### src/rtl/lsm.sv
// Load/store stage: passes ALU results to write-back and runs single-beat
// request/acknowledge transactions on the data bus for loads and stores.
module lsm #(
   parameter int unsigned TIMEOUT_CYCLES = 255
) (
   input  logic        clk_i,
   input  logic        rst_i,
   output logic        input_ready_o,
   input  logic        input_valid_i,
   input  logic        result_write_i,
   input  logic [4:0]  result_addr_i,
   input  logic [31:0] result_i,
   input  logic        ls_enable_i,
   input  logic        ls_write_i,
   input  logic [1:0]  ls_size_i,
   input  logic        ls_unsigned_i,
   input  logic [31:0] ls_wdata_i,
   output logic        mem_req_o,
   output logic        mem_we_o,
   output logic [31:0] mem_addr_o,
   output logic [3:0]  mem_sel_o,
   output logic [31:0] mem_wdata_o,
   input  logic        mem_ack_i,
   input  logic [31:0] mem_rdata_i,
   output logic        reg_write_o,
   output logic [4:0]  reg_addr_o,
   output logic [31:0] reg_data_o,
   output logic        misaligned_o,
   output logic        bus_error_o
);

   typedef enum logic {
      S_IDLE,
      S_REQ
   } state_t;

   localparam logic [1:0] SZ_BYTE = 2'd0;
   localparam logic [1:0] SZ_HALF = 2'd1;

   // Last counter value before the request is abandoned.
   localparam logic [7:0] LP_CNT_LAST = 8'(TIMEOUT_CYCLES - 1);

   state_t      r_state;
   state_t      w_state_nxt;
   logic [7:0]  r_cnt;

   // Transaction context captured at accept time.
   logic [1:0]  r_offset;
   logic [1:0]  r_size;
   logic        r_unsigned;
   logic [4:0]  r_rd;
   logic        r_we;
   logic [31:0] r_mem_addr;
   logic [3:0]  r_mem_sel;
   logic [31:0] r_mem_wdata;

   logic        r_reg_write;
   logic [4:0]  r_reg_addr;
   logic [31:0] r_reg_data;
   logic        r_misaligned;
   logic        r_bus_error;

   logic        w_accept;
   logic        w_misaligned;
   logic        w_start;
   logic        w_ack_done;
   logic        w_timeout;
   logic [1:0]  w_offset;
   logic [3:0]  w_sel;
   logic [31:0] w_wdata;
   logic [31:0] w_shifted;
   logic [31:0] w_load_data;

   assign input_ready_o = (r_state == S_IDLE);
   assign mem_req_o     = (r_state == S_REQ);
   assign mem_we_o      = r_we;
   assign mem_addr_o    = r_mem_addr;
   assign mem_sel_o     = r_mem_sel;
   assign mem_wdata_o   = r_mem_wdata;
   assign reg_write_o   = r_reg_write;
   assign reg_addr_o    = r_reg_addr;
   assign reg_data_o    = r_reg_data;
   assign misaligned_o  = r_misaligned;
   assign bus_error_o   = r_bus_error;

   assign w_accept = input_valid_i && input_ready_o;
   assign w_offset = result_i[1:0];
   assign w_start  = w_accept && ls_enable_i && !w_misaligned;

   // Alignment check, lane enables and lane-shifted store data for the incoming access.
   always_comb begin
      // NOTE: every always_comb output gets a default first so no path leaves it unassigned (no latch).
      w_misaligned = 1'b0;
      w_sel        = 4'b1111;
      w_wdata      = ls_wdata_i << {w_offset, 3'b000};
      case (ls_size_i)
         SZ_BYTE: w_sel = 4'b0001 << w_offset;
         SZ_HALF: begin
            w_sel        = 4'b0011 << w_offset;
            w_misaligned = ls_enable_i && w_offset[0];
         end
         default: w_misaligned = ls_enable_i && (w_offset != 2'b00);
      endcase
   end

   // Load data: shift the addressed lane down, then sign- or zero-extend by size.
   always_comb begin
      w_shifted   = mem_rdata_i >> {r_offset, 3'b000};
      w_load_data = w_shifted;
      case (r_size)
         SZ_BYTE: w_load_data = r_unsigned ? {24'd0, w_shifted[7:0]}
                                           : {{24{w_shifted[7]}}, w_shifted[7:0]};
         SZ_HALF: w_load_data = r_unsigned ? {16'd0, w_shifted[15:0]}
                                           : {{16{w_shifted[15]}}, w_shifted[15:0]};
         default: w_load_data = w_shifted;
      endcase
   end

   // State register.
   always_ff @(posedge clk_i) begin
      // NOTE: sequential state uses non-blocking assignments so all registers update together.
      if (rst_i) r_state <= S_IDLE;
      else       r_state <= w_state_nxt;
   end

   // Next-state logic; an ack in the last allowed cycle still completes normally.
   always_comb begin
      w_state_nxt = r_state;
      w_ack_done  = 1'b0;
      w_timeout   = 1'b0;
      case (r_state)
         S_IDLE: if (w_start) w_state_nxt = S_REQ;
         S_REQ: begin
            if (mem_ack_i) begin
               w_state_nxt = S_IDLE;
               w_ack_done  = 1'b1;
            end else if (r_cnt == LP_CNT_LAST) begin
               w_state_nxt = S_IDLE;
               w_timeout   = 1'b1;
            end
         end
         default: w_state_nxt = S_IDLE;
      endcase
   end

   // Timeout counter: counts un-acked request cycles, cleared whenever the request ends.
   always_ff @(posedge clk_i) begin
      if (rst_i)                                              r_cnt <= 8'd0;
      else if (r_state == S_REQ && w_state_nxt == S_REQ)      r_cnt <= r_cnt + 8'd1;
      else                                                    r_cnt <= 8'd0;
   end

   // Capture transaction context and bus outputs when an aligned access is accepted.
   always_ff @(posedge clk_i) begin
      if (rst_i) begin
         r_offset    <= 2'd0;
         r_size      <= 2'd0;
         r_unsigned  <= 1'b0;
         r_rd        <= 5'd0;
         r_we        <= 1'b0;
         r_mem_addr  <= 32'd0;
         r_mem_sel   <= 4'd0;
         r_mem_wdata <= 32'd0;
      end else if (w_start) begin
         r_offset    <= w_offset;
         r_size      <= ls_size_i;
         r_unsigned  <= ls_unsigned_i;
         r_rd        <= result_addr_i;
         r_we        <= ls_write_i;
         r_mem_addr  <= {result_i[31:2], 2'b00};
         r_mem_sel   <= w_sel;
         r_mem_wdata <= w_wdata;
      end
   end

   // Write-back and status pulses; address/data hold their last written value.
   always_ff @(posedge clk_i) begin
      if (rst_i) begin
         r_reg_write  <= 1'b0;
         r_reg_addr   <= 5'd0;
         r_reg_data   <= 32'd0;
         r_misaligned <= 1'b0;
         r_bus_error  <= 1'b0;
      end else begin
         r_reg_write  <= 1'b0;
         r_misaligned <= 1'b0;
         r_bus_error  <= w_timeout;
         if (w_accept && !ls_enable_i) begin
            r_reg_write <= result_write_i && (result_addr_i != 5'd0);
            r_reg_addr  <= result_addr_i;
            r_reg_data  <= result_i;
         end else if (w_accept && w_misaligned) begin
            r_misaligned <= 1'b1;
         end
         if (w_ack_done && !r_we) begin
            r_reg_write <= (r_rd != 5'd0);
            r_reg_addr  <= r_rd;
            r_reg_data  <= w_load_data;
         end
      end
   end

endmodule

### config.mk
export PLATFORM = sky130hd
export DESIGN_NAME = lsm
export DESIGN_NICKNAME = d
export VERILOG_FILES = /design/src/rtl/lsm.sv
export SDC_FILE = /design/constraint.sdc
export NUM_CORES = 1
export LEC_CHECK = 0
export ABC_AREA = 0
export BUFFER_PORTS_ARGS = -buffer_cell sky130_fd_sc_hd__buf_2
export CORE_AREA = 2 2 112 114
export CTS_CLUSTER_DIAMETER = 120
export CTS_CLUSTER_SIZE = 40
export DETAILED_ROUTE_END_ITERATION = 10
export DIE_AREA = 0 0 114 116
export PLACE_DENSITY_LB_ADDON = 0.1
export SLEW_MARGIN = 30
export SYNTH_ARGS = -nofsm -noshare
export SYNTH_HDL_FRONTEND = slang
export SYNTH_SLANG_ARGS = --single-unit
### constraint.sdc
create_clock -name clk_i -period 2.15 [get_ports clk_i]
set_input_delay 0.215 -clock clk_i [delete_from_list [all_inputs] [get_ports clk_i]]
set_output_delay 0.215 -clock clk_i [all_outputs]
set_load 0.05 [all_outputs]
==> out/qor.yml, run 1 <==
reg2reg_to: "reg_data_o[11]"
io_buffers: 219
grt.total_usage_pct: 26.8
drtPass1Iterations: 5
wl_mm: 17.9
cp_top_family: "simple AND/OR/NAND/NOR gates"
critPathBufInv: 1
ys.flop_type: "dfxtp_1"
cts_tree: "built"
yosys.area.top_type: "dfxtp_1"
drive_gt1_share_pct: 36.8
critPathMaxFanout: 26
whs_path_depth: 3
cts_buffer_depth: 2
slew_viol_final: 0
die_y_um: 116
hold_end: "mem_we_o"
worstPathArrival_ps: 2340
fin_skew_ps: 7.39
end_kind: "flip-flop"
ys_top_cells_by_area: "dfxtp_1 44%, nand2_1 9.6%, mux2_2 6.5%"
hold_viol_final: 0
fin_crit_sh_pct: 93.5
synthArstFlopShare_pct: 0
antenna_left: 0
cpMaxStageDelayCell: "or4b_1"
area_delta_synth_final_pct: 32.1
synth.distinct_cells: 50
fmax_ghz: 0.497
met2_usage_pct: 45.7
busiest_layer: "met2"
avgSynthCellArea_um2: 8.80
cts_buffers: 17
cp_cell_sequence: "buf_6 -> mux4_2 -> a21boi_1 -> or4b_1 -> o22ai_1"
r2r_slack_ps: 140
io_pins: 222
worst_slack_ps: 140
final_cell_mix: "218 x buf_2, 147 x nand2_1, 126 x dfxtp_1"
pre_cts_ws_ps: 95.3
slew_headroom_pct: 41.5
cp.required_ps: 2470
wl_per_cell_um: 17.6
initial_core_util_pct: 48.2
peakVddDrop_uv: 460
final_common_cell: "buf_2"
dp_hpwl_mm: 13.1
root_buffer: "clkbuf_16"
final_area_mm2: 0.00759
setup_viol: 0
synth-edff-count: 0
worstReg2RegStart: "r_offset[0]"
crit_type: "flip-flop to flip-flop"
hp-class: "primary input to flip-flop"
antenna_found_initial: 0
grtUsageMet1_pct: 32.0
rows: 40
place.gp.congestion: 0.886
synth_top_area_share_pct: 43.9
rsz0062_at_grt: "false"
power_leakage_uw: 0.00339
clk_pin_slew_ps: 60
insertion_delay_ps: 410
reg2reg_depth: 5
antenna_cells: 0
ys_seq_area_share_pct: 43.9
grt_pass1_vias: 5476
yosysWarnings: 0
netlist_instances: 653
hold-worst-slack_ps: 51.6
slowest_delay_ps: 660
powerDensity_mw_per_mm2: 880
core-area_mm2: 0.0119
met3_usage_pct: 8.26
vias: 5675
final_nets: 969
post-route-min-period_ps: 2010
hold_path.startpoint: "ls_write_i"
ctsHoldBuffers: 0
clock_sinks: 126
postPlaceCellArea_mm2: 0.00696
drtIter0Drc: 318
syn_area_mm2: 0.00575
start_kind: "flip-flop"
fin_tns_setup_ps: 0
grt_pass1_wl_mm: 27.7
die_area_mm2: 0.0132
fillCellCount: 1053
ys_seq_elements: 126
die_w_um: 114
grt_overflow: 0
total_power_uw: 6680
status: "completed"
drt-vias-per-instance: 5.59
worst_pin_slew_ps: 871
drc: 0
htree_levels: 4
maxCapViolCount: 0
grt_max_degree: 51
-- layer usage --
metal  part of all wire [%]  vias up
li1                       -     2728
met4                    2.1        0
met5                      0        -
met2                     49      217
met1                     41     2700
met3                    7.3       30
-- synth_stat cells (2+ instances only) --
| library cell | instances |
|---|---|
| mux2i_1 | 37 |
| nand4_1 | 2 |
| o211ai_1 | 16 |
| a221oi_1 | 21 |
| ha_1 | 2 |
| nand3b_1 | 2 |
| and3b_1 | 2 |
| mux2_2 | 33 |
| inv_1 | 4 |
| clkbuf_1 | 35 |
| buf_1 | 4 |
| o21ai_0 | 3 |
| or4_1 | 3 |
| nand3_1 | 12 |
| nor2_1 | 34 |
| buf_2 | 12 |
| dfxtp_1 | 126 |
| a311oi_1 | 6 |
| nor4_1 | 3 |
| nand2_1 | 147 |
| a221oi_2 | 9 |
| a22oi_1 | 8 |
| buf_4 | 2 |
| o22ai_1 | 8 |
| nand2b_1 | 2 |
| a21oi_1 | 67 |
| nor3_1 | 13 |
| a22o_1 | 8 |
| xor2_1 | 5 |
| mux4_2 | 2 |
| and3_1 | 2 |
| buf_6 | 2 |
| nor2b_1 | 3 |
| xnor2_1 | 2 |
-- worst min-delay path: stages --
cell and delay, ps:
buf_2 100, nand2_1 40, a21oi_1 50
-- where the power goes --
group	internal [µW]	switching [µW]
sequential	2440	56.4
combinational	343	762
clock	2030	1050
total	4820	1870
-- how the worst max path moves through the flow --
stage	start	cells after the start	end	slack (ps)
finish	r_offset[0]	5	reg_data_o[11]	140
global route	r_offset[0]	5	reg_data_o[10]	60
CTS	r_offset[0]	5	reg_data_o[10]	80
detailed placement	r_offset[0]	5	reg_data_o[10]	100
global placement	r_offset[0]	5	reg_data_o[8]	190
floorplan	mem_req_o	7	mem_wdata_o[0]	150
-- area by class of cell --
cell class	instances	area [µm²]	area share (%)
tap	147	184	2.42
timing repair buffer	238	1260	16.6
multi-input combinational	468	2980	39.2
sequential	126	2520	33.2
clock buffer	22	474	6.25
clock inverter	10	159	2.09
inverter	5	18.8	0.247
-- through the flow --
| stage | instances | util, % |
|---|---|---|
| after floorplan | 654 | - |
| after global placement | 984 | 58.4 |
| after detailed placement | 984 | 58.4 |
| after CTS | 1016 | 63.7 |
| after global routing | 1016 | 63.7 |
| final | 1016 | 63.7 |
-- registers in the layout (all words and copies together) (netlist names) --
register,flops
r_cnt,8
bus_error_o,1
reg_write_o,1
r_rd,5
reg_data_o,32
mem_wdata_o,32
r_size,2
r_unsigned,1
misaligned_o,1
reg_addr_o,5
mem_sel_o,4
mem_addr_o,30
mem_we_o,1
r_offset,2
mem_req_o,1
-- cells by family (layout without fill, tap and decap cells) --
logic type / after synthesis / count (layout) / share of synthesized area [%]
and+or+nand+nor: 231 / 231 / 17.2
muxes: 72 / 72 / 13.7
xor gates and xnor gates: 7 / 7 / 1.07
buffers and inverters: 60 / 275 / 4.57
other: 1 / 2 / 0.0653
DFF: 126 / 126 / 43.9
adders and majority gates: 2 / 2 / 0.435
AOI/OAI and AO/OA: 154 / 154 / 19.1
-- timing repair --
action                                  4_1_cts  5_1_grt
endpoints found under the setup margin        0        4
resized for setup                             0        1
setup buffers                                 0        0
Note: power is estimated with default switching activity, not from simulation.
==> run 2: changes to the inputs <==
ABC_AREA = 1   (was 0)
CORE_AREA = 2 2 113 115   (was 2 2 112 114)
DIE_AREA = 0 0 115 117   (was 0 0 114 116)
==> run 2 against run 1 <==
Net effect:
- total power increased by 0.66%
- final cell count increased by 19%
- clock skew decreased by 1.3 ps
- via count increased by 11%
- first-iteration DRC count increased by 36%
- flip-flop and latch count unchanged
- final area increased by 2.9%
- clock power decreased by 4%
==> out/qor.yml, run 2 <==
end_kind: "flip-flop"  # unchanged
power_leakage_uw: 0.00385  # was 0.00339 µW
die_area_mm2: 0.0135  # was 0.0132 mm²
drt-vias-per-instance: 5.21  # was 5.59
synth_top_area_share_pct: 41.8  # was 43.9%
synthArstFlopShare_pct: 0  # unchanged
wl_per_cell_um: 14.6  # was 17.6 µm
antenna_left: 0  # unchanged
peakVddDrop_uv: 467  # was 460 µV
final_cell_mix: "219 x buf_2, 191 x nand2_1, 126 x dfxtp_1"  # was 218 x buf_2, 147 x nand2_1, 126 x dfxtp_1
synth.most_common_cell: "nand2_1"  # unchanged
wl_mm: 17.7  # was 17.9 mm
rows: 41  # was 40
critPathMaxFanout: 21  # was 26
fmax_ghz: 0.584  # was 0.497 GHz
hp-class: "primary input to flip-flop"  # unchanged
cts_tree: "built"  # unchanged
vias: 6312  # was 5675
antenna_found_initial: 1  # was 0
cp_top_family: "simple AND/OR/NAND/NOR gates"  # unchanged
synth-edff-count: 0  # unchanged
grt_pass1_vias: 5671  # was 5476
ys_seq_area_share_pct: 41.8  # was 43.9%
setup_viol: 0  # unchanged
initial_core_util_pct: 49.0  # was 48.2%
grt_max_degree: 59  # was 51
fillCellCount: 1184  # was 1053
drive_gt1_share_pct: 29.6  # was 36.8%
place.gp.congestion: 0.925  # was 0.886
final_nets: 1161  # was 969
slowest_delay_ps: 420  # was 660 ps
yosysWarnings: 0  # unchanged
worstPathArrival_ps: 2050  # was 2340 ps
cts_setup_buffers: 0  # unchanged
die_w_um: 115  # was 114 µm
maxCapViolCount: 0  # unchanged
drtIter0Drc: 434  # was 318
clk_pin_slew_ps: 60  # about the same
ys_seq_elements: 126  # unchanged
io_buffers: 219  # unchanged
drc: 0  # unchanged
area_delta_synth_final_pct: 29.5  # was 32.1%
synthTopCellsByCount: "191 x nand2_1, 126 x dfxtp_1, 94 x o21ai_0"  # was 147 x nand2_1, 126 x dfxtp_1, 67 x a21oi_1
cts_resized: 0  # unchanged
cts_buffer_depth: 2  # unchanged
cts_buffers: 17  # unchanged
cp_cell_sequence: "inv_2 -> nand3_1 -> nand2_1 -> nand3_1 -> nand3_1 -> nand2_1 -> a21oi_1"  # was buf_6 -> mux4_2 -> a21boi_1 -> or4b_1 -> o22ai_1
critPathBufInv: 1  # unchanged
slew_headroom_pct: 61.9  # was 41.5%
insertion_delay_ps: 410  # about the same
io_pins: 222  # unchanged
cpMostUsedCell: "nand3_1"
ctsHoldBuffers: 0  # unchanged
drtPass1Iterations: 5  # unchanged
powerDensity_mw_per_mm2: 861  # was 880 mW/mm²
synth.distinct_cells: 38  # was 50
status: "completed"  # unchanged
syn_area_mm2: 0.00603  # was 0.00575 mm²
crit_type: "flip-flop to flip-flop"  # unchanged
htree_levels: 4  # unchanged
grt_pass1_wl_mm: 27.5  # was 27.7 mm
ys.flop_type: "dfxtp_1"  # unchanged
avgSynthCellArea_um2: 7.08  # was 8.80 µm²
slew_viol_final: 0  # unchanged
root_buffer: "clkbuf_16"  # unchanged
grt_overflow: 0  # unchanged
core-area_mm2: 0.0123  # was 0.0119 mm²
final_common_cell: "buf_2"  # unchanged
post-route-min-period_ps: 1710  # was 2010 ps
grt.total_usage_pct: 25.8  # was 26.8%
fin_crit_sh_pct: 79.6  # was 93.5%
utilization_pct: 63.5  # was 63.7%
netlist_instances: 852  # was 653
dp_hpwl_mm: 12.8  # was 13.1 mm
worst_pin_slew_ps: 570  # was 871 ps
clock_sinks: 126  # unchanged
ys_top_cells_by_area: "dfxtp_1 42%, nand2_1 12%, o21ai_0 7.8%"  # was dfxtp_1 44%, nand2_1 9.6%, mux2_2 6.5%
hold_viol_final: 0  # unchanged
hold-worst-slack_ps: 15.8  # was 51.6 ps
fin_tns_setup_ps: 0  # unchanged
die_y_um: 117  # was 116 µm
fin_skew_ps: 6.11  # was 7.39 ps
cpMaxStageDelayCell: "nand3_1"  # was or4b_1
cp.required_ps: 2490  # was 2470 ps
start_kind: "flip-flop"  # unchanged
yosys.area.top_type: "dfxtp_1"  # unchanged
rsz0062_at_grt: "false"  # unchanged
## run 2: routing by layer
layer	GRT usage (%)	vias up	share of wire, %
li1	-	3245	-
met1	33.8	2814	44
met2	40.9	216	46
met3	6.23	37	6.8
met4	10.9	0	2.6
met5	0	-	0
## run 2: path summary, 6_finish.rpt
kind	startpoint	end	slack [ps]	cells after the start
worst max-delay path	r_offset[0]	reg_data_o[22]	440	7
worst min-delay path	mem_ack_i	bus_error_o	20	2
worst max register to register	r_offset[0]	reg_data_o[22]	440	7
worst min register to register	mem_wdata_o[16]	mem_wdata_o[16]	470	2
## run 2: cells by family after synthesis
| logic type | after synthesis | share of synthesized area [%] |
|---|---|---|
| compound gates | 217 | 19.9 |
| xor+xnor | 5 | 0.726 |
| fa+ha+maj | 2 | 0.415 |
| buf+inv | 97 | 7.51 |
| flops | 126 | 41.8 |
| mux | 8 | 1.33 |
| other cells | 1 | 0.0622 |
| simple gates | 396 | 28.3 |
## run 2: report_power, final
group / internal [µW] / leakage [µW] / total (µW) / switching, µW
clock: 1910 / 0.000300 / 2960 / 1050
combinational: 350 / 0.00252 / 1250 / 896
sequential: 2460 / 0.00103 / 2530 / 61.6
## run 2: area by class of cell
type,count,area (µm²),share of cell area [%]
clock buffer,22,474,6.07
multi-input combinational,630,3060,39.2
clock inverter,10,135,1.73
tap,150,188,2.40
inverter,30,118,1.50
sequential,126,2520,32.3
timing repair buffer,243,1310,16.8
antenna,1,2.50,0.0320
## run 2: stage by stage
stage	power [µW]	area (µm²)	cells	setup slack [ps]
after detailed placement	3820	7200	1179	461
after CTS	6760	7810	1211	455
final	6730	7820	1212	438
after floorplan	3450	6040	853	201
after global routing	6990	7820	1212	276
after global placement	3810	7200	1179	487
==> run 3: changes to the inputs <==
ABC_AREA = 0   (was 1)
CORE_AREA = 2 2 118 120   (was 2 2 113 115)
DIE_AREA = 0 0 120 122   (was 0 0 115 117)
clock period = 1.5 ns   (was 2.15 ns; I/O delays follow)
==> run 3 against run 2 <==
Net effect:
- the flow now finishes with violations (negative setup slack)
- clock power rose by 57%
- combinational power rose by 44%
- clock skew fell by 1.0 ps
- register-to-register slack got worse by 700 ps
- first-iteration DRC count fell by 40%
- via count fell by 4.2%
- final area rose by 9.0%
==> out/qor.yml, run 3 (synthesis gave the netlist of run 1 again) <==
slowest_delay_ps: 490  # was 420 ps
vias: 6045  # was 6312
pwr-share-clk_pct: 46.3  # was 44.0%
hp-class: "primary input to flip-flop"  # unchanged
rows: 43  # was 41
cp.required_ps: 1780  # was 2490 ps
intPower_uw: 7250  # was 4730 µW
end_kind: "flip-flop"  # unchanged
reg2reg_depth: 5  # was 7
fmax_ghz: 0.567  # was 0.584 GHz
core-area_mm2: 0.0135  # was 0.0123 mm²
drtPass1Iterations: 7  # was 5
status: "complete, but fails checks"  # was completed
sequentialPowerShare_pct: 35.7  # was 37.5%
grt_max_degree: 106  # was 59
final_nets: 1041  # was 1161
clock_sinks: 126  # unchanged
grt_pass1_wl_mm: 29.0  # was 27.5 mm
area_delta_synth_final_pct: 48.3  # was 29.5%
final_common_cell: "buf_2"  # unchanged
rsz0062_at_grt: "true"  # was false
peakVddDrop_uv: 694  # was 467 µV
antenna_found_initial: 1  # unchanged
cts_buffer_depth: 2  # unchanged
io_pins: 222  # unchanged
whs_path_depth: 3  # was 2
worstPathArrival_ps: 2040  # was 2050 ps
utilization_pct: 63.1  # was 63.5%
insertion_delay_ps: 420  # was 410 ps
critPathMaxFanout: 6  # was 21
final_cell_mix: "218 x buf_2, 146 x nand2_1, 122 x dfxtp_1"  # was 219 x buf_2, 191 x nand2_1, 126 x dfxtp_1
grt_overflow: 0  # unchanged
place.gp.congestion: 0.882  # was 0.925
worst_pin_slew_ps: 679  # was 570 ps
cts_tree: "built"  # unchanged
slew_viol_final: 0  # unchanged
slew_headroom_pct: 54.6  # was 61.9%
clk_pin_slew_ps: 60  # about the same
drtIter0Drc: 259  # was 434
power_leakage_uw: 0.00380  # was 0.00385 µW
fin_skew_ps: 5.08  # was 6.11 ps
crit_type: "flip-flop to flip-flop"  # unchanged
powerDensity_mw_per_mm2: 1180  # was 861 mW/mm²
fillCellCount: 1147  # was 1184
pwr-share-comb_pct: 18.0  # was 18.5%
antenna_left: 0  # unchanged
regArea_mm2: 0.00253  # was 0.00252 mm²
die_area_mm2: 0.0146  # was 0.0135 mm²
drc: 0  # unchanged
grt_pass1_vias: 5778  # was 5671
wl_per_cell_um: 17.4  # was 14.6 µm
hold_viol_final: 0  # unchanged
htree_levels: 4  # unchanged
dp_hpwl_mm: 13.3  # was 12.8 mm
multi_input_area_mm2: 0.00305  # was 0.00306 mm²
cpMaxStageDelayCell: "mux4_2"  # was nand3_1
die_y_um: 122  # was 117 µm
drive_gt1_share_pct: 39.3  # was 29.6%
die_w_um: 120  # was 115 µm
drt-vias-per-instance: 5.39  # was 5.21
start_kind: "flip-flop"  # unchanged
fin_crit_sh_pct: 118  # was 79.6%
switchingPower_uw: 2760  # was 2000 µW
maxCapViolCount: 0  # unchanged
hold-worst-slack_ps: 11.5  # was 15.8 ps
io_buffers: 219  # unchanged
cp_cell_sequence: "mux2_4 -> mux4_2 -> a21oi_4 -> buf_6 -> a221oi_1"  # was inv_2 -> nand3_1 -> nand2_1 -> nand3_1 -> nand3_1 -> nand2_1 -> a21oi_1
setup_viol: 29  # was 0
post-route-min-period_ps: 1760  # was 1710 ps
wl_mm: 19.5  # was 17.7 mm
failed_checks: "negative setup slack"
swShare_pct: 27.6  # was 29.8%
initial_core_util_pct: 42.5  # was 49.0%
cts_buffers: 17  # unchanged
grt.total_usage_pct: 25.2  # was 25.8%
worst_slack_ps: -264  # was 438 ps
root_buffer: "clkbuf_16"  # unchanged
run 3: cell types whose count changed in the layout (fill, tap and decap cells not counted), sizes merged, moves of 9 or more:
cell,change
a21oi,-9
inv,-25
mux2,+33
nor2,-55
a31oi,-22
nand2,-46
a221oi,+30
dlygate4sd3,+37
o21ai,-93
or2,-22
nand3,-69
nor3,+12
mux2i,+29
buf,+26
run 3: per-stage QoR:
step                total power (µW)  setup WS [ps]  cell area (µm²)  std cells  setup TNS [ps]
global placement                5270           -302             7280       1044           -5710
global route                   10300           -292             8520       1122           -6550
finish                         10000           -264             8520       1122           -5230
CTS                            10000           -283             8380       1116           -5240
floorplan                       4730           -309             5810        654           -4430
detailed placement              5300           -334             7280       1044           -7010
run 3: cell type report:
cell class	instances	share of cell area (%)
multi-input cells	469	35.8
flip-flops and latches	126	29.8
repair buffers	309	23.6
clock buffers	24	6.14
well taps	180	2.64
clock inverters	8	1.75
inverters	5	0.220
diodes	1	0.0294
run 3: critical path: cells and delay by family, from the launching register on:
family          cells  cell delay [ps]
mux                 2              800
buf+inv             1              160
compound gates      2              270
flops               1              390
run 3: repair_timing:
action / in CTS / in global routing
gates cloned: 0 / 4
setup endpoints to repair: 40 / 75
hold buffers: 37 / 0
gates resized for setup: 8 / 10
hold endpoints to repair: 37 / 0
pin swaps: 1 / 3
buffers inserted: 3 / 1
run 3: power groups by stage:
stage,clock network [µW],registers (µW),logic [µW]
after global placement,0,3650,1630
after floorplan,0,4130,606
after detailed placement,0,3650,1650
final,4640,3580,1800
after global routing,4840,3600,1900
after CTS,4690,3580,1740
run 3: routing by layer:
layer	vias to the layer above	track usage (%)	share of wire (%)
met5	-	0	0
met4	0	13.8	3.5
met3	55	5.76	7.1
met2	263	42.2	49
met1	2842	30.1	41
li1	2885	-	-
run 3: final timing paths:
path | start | end | slack (ps)
worst min-delay path | result_write_i | reg_write_o | 10
worst max-delay path | r_offset[0] | reg_data_o[30] | -260
worst min register to register | mem_addr_o[16] | mem_addr_o[16] | 450
worst max register to register | r_offset[0] | reg_data_o[30] | -260
